===== config.mk =====
export PLATFORM = sky130hd
export DESIGN_NAME = gat_layer_scheduler
export DESIGN_NICKNAME = d
export VERILOG_FILES = /design/src/rtl/gat_sched_pkg.sv /design/src/rtl/gat_sched_bank_tracker.sv /design/src/rtl/gat_layer_scheduler.sv
export SDC_FILE = /design/constraint.sdc
export NUM_CORES = 1
export LEC_CHECK = 0
export ABC_CLOCK_PERIOD_IN_PS = 5900
export BUFFER_PORTS_ARGS = -buffer_cell sky130_fd_sc_hd__buf_2
export CORE_MARGIN = 4
export CORE_UTILIZATION = 45
export DETAILED_ROUTE_END_ITERATION = 8
export GPL_TIMING_DRIVEN = 1
export PLACE_DENSITY = 0.66
export SYNTH_ARGS = -nofsm -noshare
export SYNTH_HDL_FRONTEND = slang
export SYNTH_SLANG_ARGS = --single-unit

===== constraint.sdc =====
create_clock -name clk -period 5.9 [get_ports clk]
set_input_delay 0.59 -clock clk [delete_from_list [all_inputs] [get_ports clk]]
set_output_delay 0.59 -clock clk [all_outputs]
set_load 0.03 [all_outputs]

===== src/rtl/gat_sched_pkg.sv =====
// Shared types and constants for the GAT layer scheduler.
// Holds the phase state encoding, load_done bit positions and the base-address stride helpers.
package gat_sched_pkg;

    typedef enum logic [2:0] {
        ST_IDLE,
        ST_WAIT_BRAM,
        ST_LOAD_PARAM,
        ST_SPMM,
        ST_HANDOFF,
        ST_DRAIN,
        ST_FINISH,
        ST_ERR
    } sched_state_t;

    localparam int LD_WIDTH       = 5;
    localparam int LD_A           = 0;
    localparam int LD_WEIGHT      = 1;
    localparam int LD_H_NODE_INFO = 2;
    localparam int LD_H_VALUE     = 3;
    localparam int LD_H_COL_IDX   = 4;

    function automatic int w_stride(input int rows, input int cols);
        return rows * cols;
    endfunction

    // The attention vector holds two halves (self and neighbour) per head.
    function automatic int a_stride(input int cols);
        return 2 * cols;
    endfunction

endpackage


===== src/rtl/gat_sched_bank_tracker.sv =====
// Owns the ping-pong WH bank pointer and the DMVM outstanding flag.
// A launch in the same cycle as a DMVM completion keeps the busy flag set.
module gat_sched_bank_tracker (
    input  logic clk,
    input  logic rst,
    input  logic clr,
    input  logic launch,
    input  logic dmvm_done_i,
    output logic dmvm_busy,
    output logic wr_bank,
    output logic dmvm_start_o,
    output logic dmvm_bank_o
);

    always_ff @(posedge clk or posedge rst) begin
        if (rst) begin
            dmvm_busy    <= 1'b0;
            wr_bank      <= 1'b0;
            dmvm_start_o <= 1'b0;
            dmvm_bank_o  <= 1'b0;
        end else if (clr) begin
            dmvm_busy    <= 1'b0;
            wr_bank      <= 1'b0;
            dmvm_start_o <= 1'b0;
            dmvm_bank_o  <= 1'b0;
        end else begin
            dmvm_start_o <= launch;
            if (launch) begin
                dmvm_busy   <= 1'b1;
                dmvm_bank_o <= wr_bank;
                wr_bank     <= ~wr_bank;
            end else if (dmvm_done_i) begin
                dmvm_busy <= 1'b0;
            end
        end
    end

endmodule


===== src/rtl/gat_layer_scheduler.sv =====
// Phase sequencer for multi-head, multi-layer GAT inference: loader kick, SPMM, DMVM handoff
// with SPMM of head h+1 overlapping DMVM of head h, plus a watchdog and abort path.
module gat_layer_scheduler
    import gat_sched_pkg::*;
#(
    parameter int NUM_HEADS       = 8,
    parameter int NUM_LAYERS      = 2,
    parameter int W_NUM_OF_ROWS   = 1433,
    parameter int W_NUM_OF_COLS   = 16,
    parameter int BRAM_ADDR_WIDTH = 32,
    parameter int TIMEOUT_WIDTH   = 20
) (
    input  logic                                  clk,
    input  logic                                  rst,
    input  logic                                  start_i,
    input  logic                                  abort_i,
    input  logic                                  err_clr_i,
    input  logic [LD_WIDTH-1:0]                   load_done_i,
    output logic                                  w_start_o,
    output logic                                  a_start_o,
    input  logic                                  w_ready_i,
    input  logic                                  a_ready_i,
    output logic [BRAM_ADDR_WIDTH-1:0]            w_base_addr_o,
    output logic [BRAM_ADDR_WIDTH-1:0]            a_base_addr_o,
    output logic                                  spmm_start_o,
    input  logic                                  spmm_done_i,
    output logic                                  wh_wr_bank_o,
    output logic                                  dmvm_start_o,
    input  logic                                  dmvm_done_i,
    output logic                                  dmvm_bank_o,
    output logic [$clog2(NUM_HEADS+1)-1:0]        head_idx_o,
    output logic [$clog2(NUM_LAYERS+1)-1:0]       layer_idx_o,
    output logic                                  busy_o,
    output logic                                  done_o,
    output logic                                  error_o
);

    localparam int HW = $clog2(NUM_HEADS + 1);
    localparam int LW = $clog2(NUM_LAYERS + 1);
    localparam logic [BRAM_ADDR_WIDTH-1:0] W_STRIDE =
        BRAM_ADDR_WIDTH'(w_stride(W_NUM_OF_ROWS, W_NUM_OF_COLS));
    localparam logic [BRAM_ADDR_WIDTH-1:0] A_STRIDE = BRAM_ADDR_WIDTH'(a_stride(W_NUM_OF_COLS));
    localparam logic [HW-1:0] LAST_HEAD  = HW'(NUM_HEADS - 1);
    localparam logic [LW-1:0] LAST_LAYER = LW'(NUM_LAYERS - 1);

    sched_state_t                 state, state_n;
    logic                         w_start_n, a_start_n, spmm_start_n, done_n, err_n;
    logic                         w_got, a_got, w_got_n, a_got_n;
    logic [HW-1:0]                head_n;
    logic [LW-1:0]                layer_n;
    logic [BRAM_ADDR_WIDTH-1:0]   w_base_n, a_base_n;
    logic [TIMEOUT_WIDTH-1:0]     wdog, wdog_n;
    logic                         enter_load, launch, wait_st, wdog_clr, bram_ready;
    logic                         dmvm_busy, trk_clr;

    assign bram_ready = load_done_i[LD_H_COL_IDX] & load_done_i[LD_H_VALUE] &
                        load_done_i[LD_H_NODE_INFO] & load_done_i[LD_WEIGHT] & load_done_i[LD_A];
    assign wait_st    = (state == ST_WAIT_BRAM) || (state == ST_LOAD_PARAM) || (state == ST_SPMM) ||
                        (state == ST_HANDOFF) || (state == ST_DRAIN);
    assign wdog_clr   = w_start_o | a_start_o | spmm_start_o | dmvm_start_o |
                        w_ready_i | a_ready_i | spmm_done_i | dmvm_done_i;
    assign busy_o     = (state != ST_IDLE) && (state != ST_ERR);
    assign trk_clr    = abort_i || ((state == ST_ERR) && err_clr_i);

    always_comb begin
        state_n      = state;
        w_start_n    = 1'b0;
        a_start_n    = 1'b0;
        spmm_start_n = 1'b0;
        done_n       = 1'b0;
        enter_load   = 1'b0;
        launch       = 1'b0;
        w_got_n      = w_got;
        a_got_n      = a_got;
        head_n       = head_idx_o;
        layer_n      = layer_idx_o;
        w_base_n     = w_base_addr_o;
        a_base_n     = a_base_addr_o;
        wdog_n       = '0;
        err_n        = error_o;

        unique case (state)
            ST_IDLE: begin
                if (start_i) begin
                    state_n = ST_WAIT_BRAM;
                    head_n  = '0;
                    layer_n = '0;
                end
            end
            ST_WAIT_BRAM: begin
                if (bram_ready) begin
                    state_n    = ST_LOAD_PARAM;
                    enter_load = 1'b1;
                end
            end
            ST_LOAD_PARAM: begin
                if (w_ready_i) w_got_n = 1'b1;
                if (a_ready_i) a_got_n = 1'b1;
                if (w_got_n && a_got_n) begin
                    state_n      = ST_SPMM;
                    spmm_start_n = 1'b1;
                end
            end
            ST_SPMM: begin
                if (spmm_done_i) state_n = ST_HANDOFF;
            end
            // A DMVM completing this very cycle frees the bank, so launch without a bubble.
            ST_HANDOFF: begin
                if (!dmvm_busy || dmvm_done_i) begin
                    launch = 1'b1;
                    head_n = head_idx_o + HW'(1);
                    if (head_idx_o == LAST_HEAD) begin
                        state_n = ST_DRAIN;
                    end else begin
                        state_n    = ST_LOAD_PARAM;
                        enter_load = 1'b1;
                    end
                end
            end
            ST_DRAIN: begin
                if (!dmvm_busy) begin
                    if (layer_idx_o == LAST_LAYER) begin
                        state_n = ST_FINISH;
                        done_n  = 1'b1;
                    end else begin
                        state_n    = ST_LOAD_PARAM;
                        enter_load = 1'b1;
                        layer_n    = layer_idx_o + LW'(1);
                        head_n     = '0;
                    end
                end
            end
            ST_FINISH: state_n = ST_IDLE;
            ST_ERR: begin
                if (err_clr_i) state_n = ST_IDLE;
            end
            default: state_n = ST_IDLE;
        endcase

        if (wait_st && !wdog_clr && (state_n == state) && (wdog == {TIMEOUT_WIDTH{1'b1}})) begin
            state_n = ST_ERR;
        end
        if (wait_st && !wdog_clr && (state_n == state)) wdog_n = wdog + TIMEOUT_WIDTH'(1);

        if (enter_load) begin
            w_start_n = 1'b1;
            a_start_n = 1'b1;
            w_got_n   = 1'b0;
            a_got_n   = 1'b0;
            if (head_n == '0) begin
                w_base_n = '0;
                a_base_n = '0;
            end else begin
                w_base_n = w_base_addr_o + W_STRIDE;
                a_base_n = a_base_addr_o + A_STRIDE;
            end
        end

        if (abort_i) begin
            state_n      = ST_IDLE;
            w_start_n    = 1'b0;
            a_start_n    = 1'b0;
            spmm_start_n = 1'b0;
            done_n       = 1'b0;
            launch       = 1'b0;
            w_got_n      = 1'b0;
            a_got_n      = 1'b0;
            head_n       = '0;
            layer_n      = '0;
            w_base_n     = '0;
            a_base_n     = '0;
            wdog_n       = '0;
        end

        if ((state_n == ST_ERR) && (state != ST_ERR)) err_n = 1'b1;
        else if (err_clr_i)                           err_n = 1'b0;
    end

    always_ff @(posedge clk or posedge rst) begin
        if (rst) begin
            state         <= ST_IDLE;
            w_start_o     <= 1'b0;
            a_start_o     <= 1'b0;
            spmm_start_o  <= 1'b0;
            done_o        <= 1'b0;
            error_o       <= 1'b0;
            w_got         <= 1'b0;
            a_got         <= 1'b0;
            head_idx_o    <= '0;
            layer_idx_o   <= '0;
            w_base_addr_o <= '0;
            a_base_addr_o <= '0;
            wdog          <= '0;
        end else begin
            state         <= state_n;
            w_start_o     <= w_start_n;
            a_start_o     <= a_start_n;
            spmm_start_o  <= spmm_start_n;
            done_o        <= done_n;
            error_o       <= err_n;
            w_got         <= w_got_n;
            a_got         <= a_got_n;
            head_idx_o    <= head_n;
            layer_idx_o   <= layer_n;
            w_base_addr_o <= w_base_n;
            a_base_addr_o <= a_base_n;
            wdog          <= wdog_n;
        end
    end

    gat_sched_bank_tracker u_bank_tracker (
        .clk          (clk),
        .rst          (rst),
        .clr          (trk_clr),
        .launch       (launch),
        .dmvm_done_i  (dmvm_done_i),
        .dmvm_busy    (dmvm_busy),
        .wr_bank      (wh_wr_bank_o),
        .dmvm_start_o (dmvm_start_o),
        .dmvm_bank_o  (dmvm_bank_o)
    );

endmodule


==> results.yml, run 1 <==
route:
  wl_met3_um: 711
  via_per_inst: 5.84
  dr.max_layer_used: "met4"
  first_pass_iters: 5
  avgRoutedWirePerCell_um: 17.0
  wl_met2_um: 6770
  num_vias: 5048
  drtAntennaViolNets: 0
  drc_errors: 0
  wl_met1_um: 6870
  wirelength_um: 14700
  drt_iter0_markers: 348
setup_path:
  crit_chain: "or3b_4 -> a21oi_2 -> a31oi_1 -> o31ai_4 -> buf_4 -> o21ai_1 -> a32o_1"
  cp.buffers_inverters: 1
  critPathTopFamily: "compound AO/OA/AOI/OAI gates"
  critPathKind: "flip-flop to flip-flop"
  reg2reg_depth: 7
  cp_num_cells: 7
  endpoint_kind: "flip-flop"
  critPathMaxStageDelay_ns: 0.88
  critPathSlowestCell: "o31ai_4"
  cp_data_required_time_ns: 6.13
  path_max_fanout: 26
  crit_arrival_ns: 3.63
  cp-start-kind: "flip-flop"
die:
  die_y_um: 120
  pin_count: 93
  die_area_um2: 14400
  die_w_um: 120
  num_rows: 40
  initial_core_util: 0.466
  coreArea_um2: 12200
finish:
  area_delta_synth_final_pct: 12.6
  diodes: 0
  drive_above_1_share: 0.189
  final_util: 0.524
  num-nets-final: 711
  n_fill_cell: 1131
  fin_cells: 865
cts:
  cts_tree: "done"
  clock_tree.buffer_depth: 2
  post_cts_buffers: 0
  holdBufCountCts: 0
  cts_buffers: 9
  root_buffer: "clkbuf_16"
  cts_sinks: 94
  post_cts_resized: 0
  h-tree-depth: 3
  path_clk_slew_ns: 0.06
  clk_latency_ns: 0.35
synthesis:
  async_flop_share: 1.00
  synth_cells: 625
  avgSynthCellArea_um2: 9.06
  seq_area_frac_synth: 0.415
  synth_warnings: 0
  synth_ff_type: "dfrtp_1"
  synth_edf_count: 0
  syn_area_um2: 5670
  synth_seq_cells: 94
  ys_types: 75
power:
  max-vdd-ir-drop_mv: 0.126
  seqPwrFrac: 0.505
  pwr-share-comb: 0.055
  clkPwrFrac: 0.440
  p_int_uw: 974
  swShare: 0.244
  power.total_uw: 1290
  leakage_uw: 0.00284
  p_per_area_nw_per_um2: 202
  p_switching_uw: 314
timing:
  hold_ws_ns: 0.200
  rsz0062_at_grt: "no"
  tns_ns: 0
  finalCriticalPeriod_ns: 3.40
  slew_headroom: 0.351
  hold_viol: 0
  fin_skew_ns: 0.00646
  fin_crit_sh: 0.577
  max_freq_mhz: 294
  finalSetupViolCount: 0
  worst_pin_slew_ns: 0.974
  drv_slew: 0
global_routing:
  grt_pass1_wl_um: 24100
  track_usage: 0.204
  gr-total-overflow: 0
  grt_pass1_vias: 4858
  grt_max_degree: 73
  grt_antenna_before_repair: 0
worst_hold_path:
  hold_class: "input port to asynchronous set/reset pin"
run_status:
  status: "completed"
placement:
  placed_cells: 849
  dp_hpwl_um: 10100
  port_buffers: 83
  gp_congestion: 0.856
job:
  drv_cap: 0
-- per-stage QoR --
stage	instance area (um2)	setup slack (ns)
4_1_cts	6380	2.50
5_1_grt	6380	2.26
2_1_floorplan	5700	2.86
3_5_place_dp	6090	2.53
3_3_place_gp	6090	2.61
6_report	6380	2.50
-- sequential cells by signal, indices dropped and copies added (netlist names), 2 cells and up --
name,cells
state,3
wdog,20
head_idx_o,4
a_base_addr_o,27
layer_idx_o,2
w_base_addr_o,28
-- placed cells by master, fill, tap and decap left out, types with 15 or more instances in the layout --
master / instances
o21ai_0: 34
a31oi_1: 17
nor3_1: 25
xor2_1: 18
dfrtp_1: 94
nor2_1: 53
buf_2: 83
a21oi_1: 30
a21o_1: 15
nand3_1: 42
inv_1: 17
nand4_1: 15
nand2_1: 54
-- final timing paths --
path / from / endpoint / slack [ns]
hold reg to reg: a_base_addr_o[27]$_DFFE_PP0P_ / a_base_addr_o[27]$_DFFE_PP0P_ / 0.50
max in group asynchronous: rst / layer_idx_o[1]$_DFFE_PP0P_ / 4.47
setup reg to reg: state[2]$_DFF_PP0_ / w_base_addr_o[8]$_DFFE_PP0P_ / 2.50
min in group clk: a_base_addr_o[27]$_DFFE_PP0P_ / a_base_addr_o[27]$_DFFE_PP0P_ / 0.50
hold / removal: rst / w_base_addr_o[16]$_DFFE_PP0P_ / 0.20
setup / recovery: state[2]$_DFF_PP0_ / w_base_addr_o[8]$_DFFE_PP0P_ / 2.50
-- metal layers --
metal / GRT usage / vias to the layer above
met5: 0 / -
li1: - / 2414
met3: 0.0416 / 18
met2: 0.318 / 155
met1: 0.285 / 2461
met4: 0.0723 / 0
-- power groups by stage --
stage               combinational (uW)  sequential, uW  clock (uW)
global placement                  70.1             662           0
floorplan                         58.9             658           0
global route                      79.1             650         606
finish                            70.9             650         567
detailed placement                70.8             662           0
CTS                               71.5             650         575
-- synthesized netlist by cell type (11+ instances only) --
cell type	instances	area (um2)
dfrtp_1	94	2350
nand2_1	54	203
nor2_1	54	203
nand3_1	42	210
o21ai_0	34	170
a21oi_1	30	150
nor3_1	25	125
inv_1	18	67.6
xor2_1	18	158
a31oi_1	17	106
buf_4	16	120
a21o_1	15	113
nand4_1	15	93.8
mux2i_1	14	140
and3_1	11	68.8
clkbuf_1	11	41.3
-- cell type report --
type | count | area, um2 | area share
multi-input combinational | 482 | 3010 | 0.472
clock inverter | 4 | 31.3 | 0.00490
clock buffer | 12 | 256 | 0.0402
timing repair buffer | 87 | 445 | 0.0698
tap | 168 | 210 | 0.0330
inverter | 18 | 70.1 | 0.0110
sequential | 94 | 2350 | 0.369
-- cells by family after synthesis --
logic type,count (synthesis),share of synthesized area
other,1,0.000662
AOI/OAI and AO/OA,159,0.194
muxes,17,0.0307
DFF,94,0.415
xor gates and xnor gates,24,0.0371
adders and majority gates,5,0.0110
and+or+nand+nor,268,0.253
buffers and inverters,57,0.0587
(Power assumes the default switching activity.)
==> inputs of run 2 (changes only) <==
--- a/config.mk
+++ b/config.mk
@@ -5,13 +5,13 @@
 export SDC_FILE = /design/constraint.sdc
 export NUM_CORES = 1
 export LEC_CHECK = 0
-export ABC_CLOCK_PERIOD_IN_PS = 5900
+export ABC_CLOCK_PERIOD_IN_PS = 2860
 export BUFFER_PORTS_ARGS = -buffer_cell sky130_fd_sc_hd__buf_2
 export CORE_MARGIN = 4
 export CORE_UTILIZATION = 45
 export DETAILED_ROUTE_END_ITERATION = 8
 export GPL_TIMING_DRIVEN = 1
-export PLACE_DENSITY = 0.66
+export PLACE_DENSITY = 0.69
 export SYNTH_ARGS = -nofsm -noshare
 export SYNTH_HDL_FRONTEND = slang
 export SYNTH_SLANG_ARGS = --single-unit
==> constraint.sdc (replaced) <==
create_clock -name clk -period 2.86 [get_ports clk]
set_input_delay 0.286 -clock clk [delete_from_list [all_inputs] [get_ports clk]]
set_output_delay 0.286 -clock clk [all_outputs]
set_load 0.03 [all_outputs]
==> run 2 against run 1 <==
  * Global-route usage increased by 0.34 points
  * Sequential cell count is the same
  * Via count is 3.6% higher
  * Core utilization rose by 1.7 points
  * Final area increased by 3.2%
  * First-iteration DRC count increased by 22%
  * Hold slack got worse by 0.19 ns
  * Register-to-register slack worse by 2.3 ns
  * Combinational power is 130% higher
  * Maximum frequency rose by 28%
  * Critical path depth grew 1
==> results.yml, run 2 (same netlist as run 1, synthesis figures left out) <==
power:
  leakage_uw: 0.00296
  p_per_area_nw_per_um2: 416
  swShare: 0.231
  p_int_uw: 2100
  pwr-share-comb: 0.060
  p_switching_uw: 633
  seqPwrFrac: 0.488
  max-vdd-ir-drop_mv: 0.197
  clkPwrFrac: 0.452
run_status:
  status: "completed"
setup_path:
  path_max_fanout: 11
  cp-start-kind: "flip-flop"
  cp_data_required_time_ns: 3.09
  critPathKind: "flip-flop to flip-flop"
  crit_arrival_ns: 2.89
  endpoint_kind: "flip-flop"
timing:
  slew_headroom: 0.537
  max_freq_mhz: 376
  tns_ns: 0
  drv_slew: 0
  fin_crit_sh: 0.930
  fin_skew_ns: 0.00483
  rsz0062_at_grt: "no"
  finalCriticalPeriod_ns: 2.66
  hold_ws_ns: 0.0112
  worst_pin_slew_ns: 0.687
  hold_viol: 0
  finalSetupViolCount: 0
die:
  die_w_um: 120
  coreArea_um2: 12200
  die_y_um: 120
  pin_count: 93
  num_rows: 40
  die_area_um2: 14400
  initial_core_util: 0.466
global_routing:
  grt_antenna_before_repair: 0
  grt_max_degree: 95
  gr-total-overflow: 0
  grt_pass1_vias: 4816
  grt_pass1_wl_um: 24600
  track_usage: 0.208
finish:
  drive_above_1_share: 0.215
  largest_register_ffs: 28
  diodes: 0
  num-nets-final: 731
  top_register: "w_base_addr_o"
  reg.largest.list: "w_base_addr_o (28), a_base_addr_o (27), wdog (20)"
  mostFrequentLayoutCell: "dfrtp_1"
  final_cell_mix: "dfrtp_1, buf_2, nand2_1"
  area_delta_synth_final_pct: 16.2
  final_util: 0.541
job:
  drv_cap: 0
cts:
  h-tree-depth: 3
  root_buffer: "clkbuf_16"
  cts_tree: "done"
  clock_tree.buffer_depth: 2
  clk_latency_ns: 0.35
  cts_buffers: 9
  path_clk_slew_ns: 0.06
  cts_sinks: 94
route:
  avgRoutedWirePerCell_um: 16.7
  first_pass_iters: 6
  via_per_inst: 5.91
  num_vias: 5228
  drc_errors: 0
  wirelength_um: 14800
  drtAntennaViolNets: 0
  drt_iter0_markers: 425
placement:
  dp_hpwl_um: 10500
  gp_congestion: 0.951
  port_buffers: 83
worst_hold_path:
  hold_class: "input port to asynchronous set/reset pin"
run 2: worst paths after layout:
kind,start,to,slack [ns],cells past startpoint
max in group asynchronous,rst,a_start_o$_DFF_PP0_,2.38,3
hold reg to reg,error_o$_DFFE_PP0P_,error_o$_DFFE_PP0P_,0.49,1
setup / recovery,head_idx_o[0]$_DFF_PP0_,wdog[17]$_DFF_PP0_,0.20,8
setup reg to reg,head_idx_o[0]$_DFF_PP0_,wdog[17]$_DFF_PP0_,0.20,8
min in group clk,w_ready_i,w_got$_DFFE_PP0P_,0.27,3
hold / removal,rst,w_base_addr_o[27]$_DFFE_PP0P_,0.01,3
run 2: stage by stage:
step,instance area [um2],cells,worst slack (ns),total power [uW]
after floorplan,5700,633,0.125,1480
after global routing,6580,885,0.0343,2830
final,6580,885,0.199,2740
after global placement,6260,869,0.165,1520
after detailed placement,6260,869,0.170,1520
after CTS,6570,885,0.143,2770
run 2: routing by layer:
layer	wire, um	GRT usage	share of wire	vias to the layer above
li1	-	-	-	2466
met1	6820	0.299	0.46	2545
met3	866	0.0281	0.059	27
met2	6730	0.313	0.45	190
met4	380	0.0909	0.026	0
met5	0	0	0	-
run 2: area by class of cell:
cell class              instances  area [um2]
fillers                      1097        5580
clock inverters                 3        42.5
well taps                     168         210
inverters                      18        68.8
repair buffers                107         621
flip-flops and latches         94        2350
clock buffers                  13         260
multi-input cells             482        3030
run 2: power groups by stage:
stage / clock network, uW / logic [uW] / registers, uW
2_1_floorplan: 0 / 122 / 1360
5_1_grt: 1320 / 183 / 1330
6_report: 1240 / 165 / 1340
4_1_cts: 1270 / 165 / 1330
3_3_place_gp: 0 / 163 / 1360
3_5_place_dp: 0 / 165 / 1360
run 2: worst max-delay path, stage by stage (launching register included):
cell and delay, ns:
dfrtp_1 0.45, ha_1 0.24, nand3b_1 0.23, a311oi_2 0.37, o221ai_1 0.21, or4b_4 0.59, o221ai_2 0.18, buf_4 0.20
nor3_1 0.07
run 2: timing repair:
| action | 4_1_cts | 5_1_grt |
|---|---|---|
| setup buffers | 0 | 0 |
| endpoints found under the setup margin | 0 | 13 |
| resized for setup | 0 | 3 |
| hold buffers | 0 | 0 |
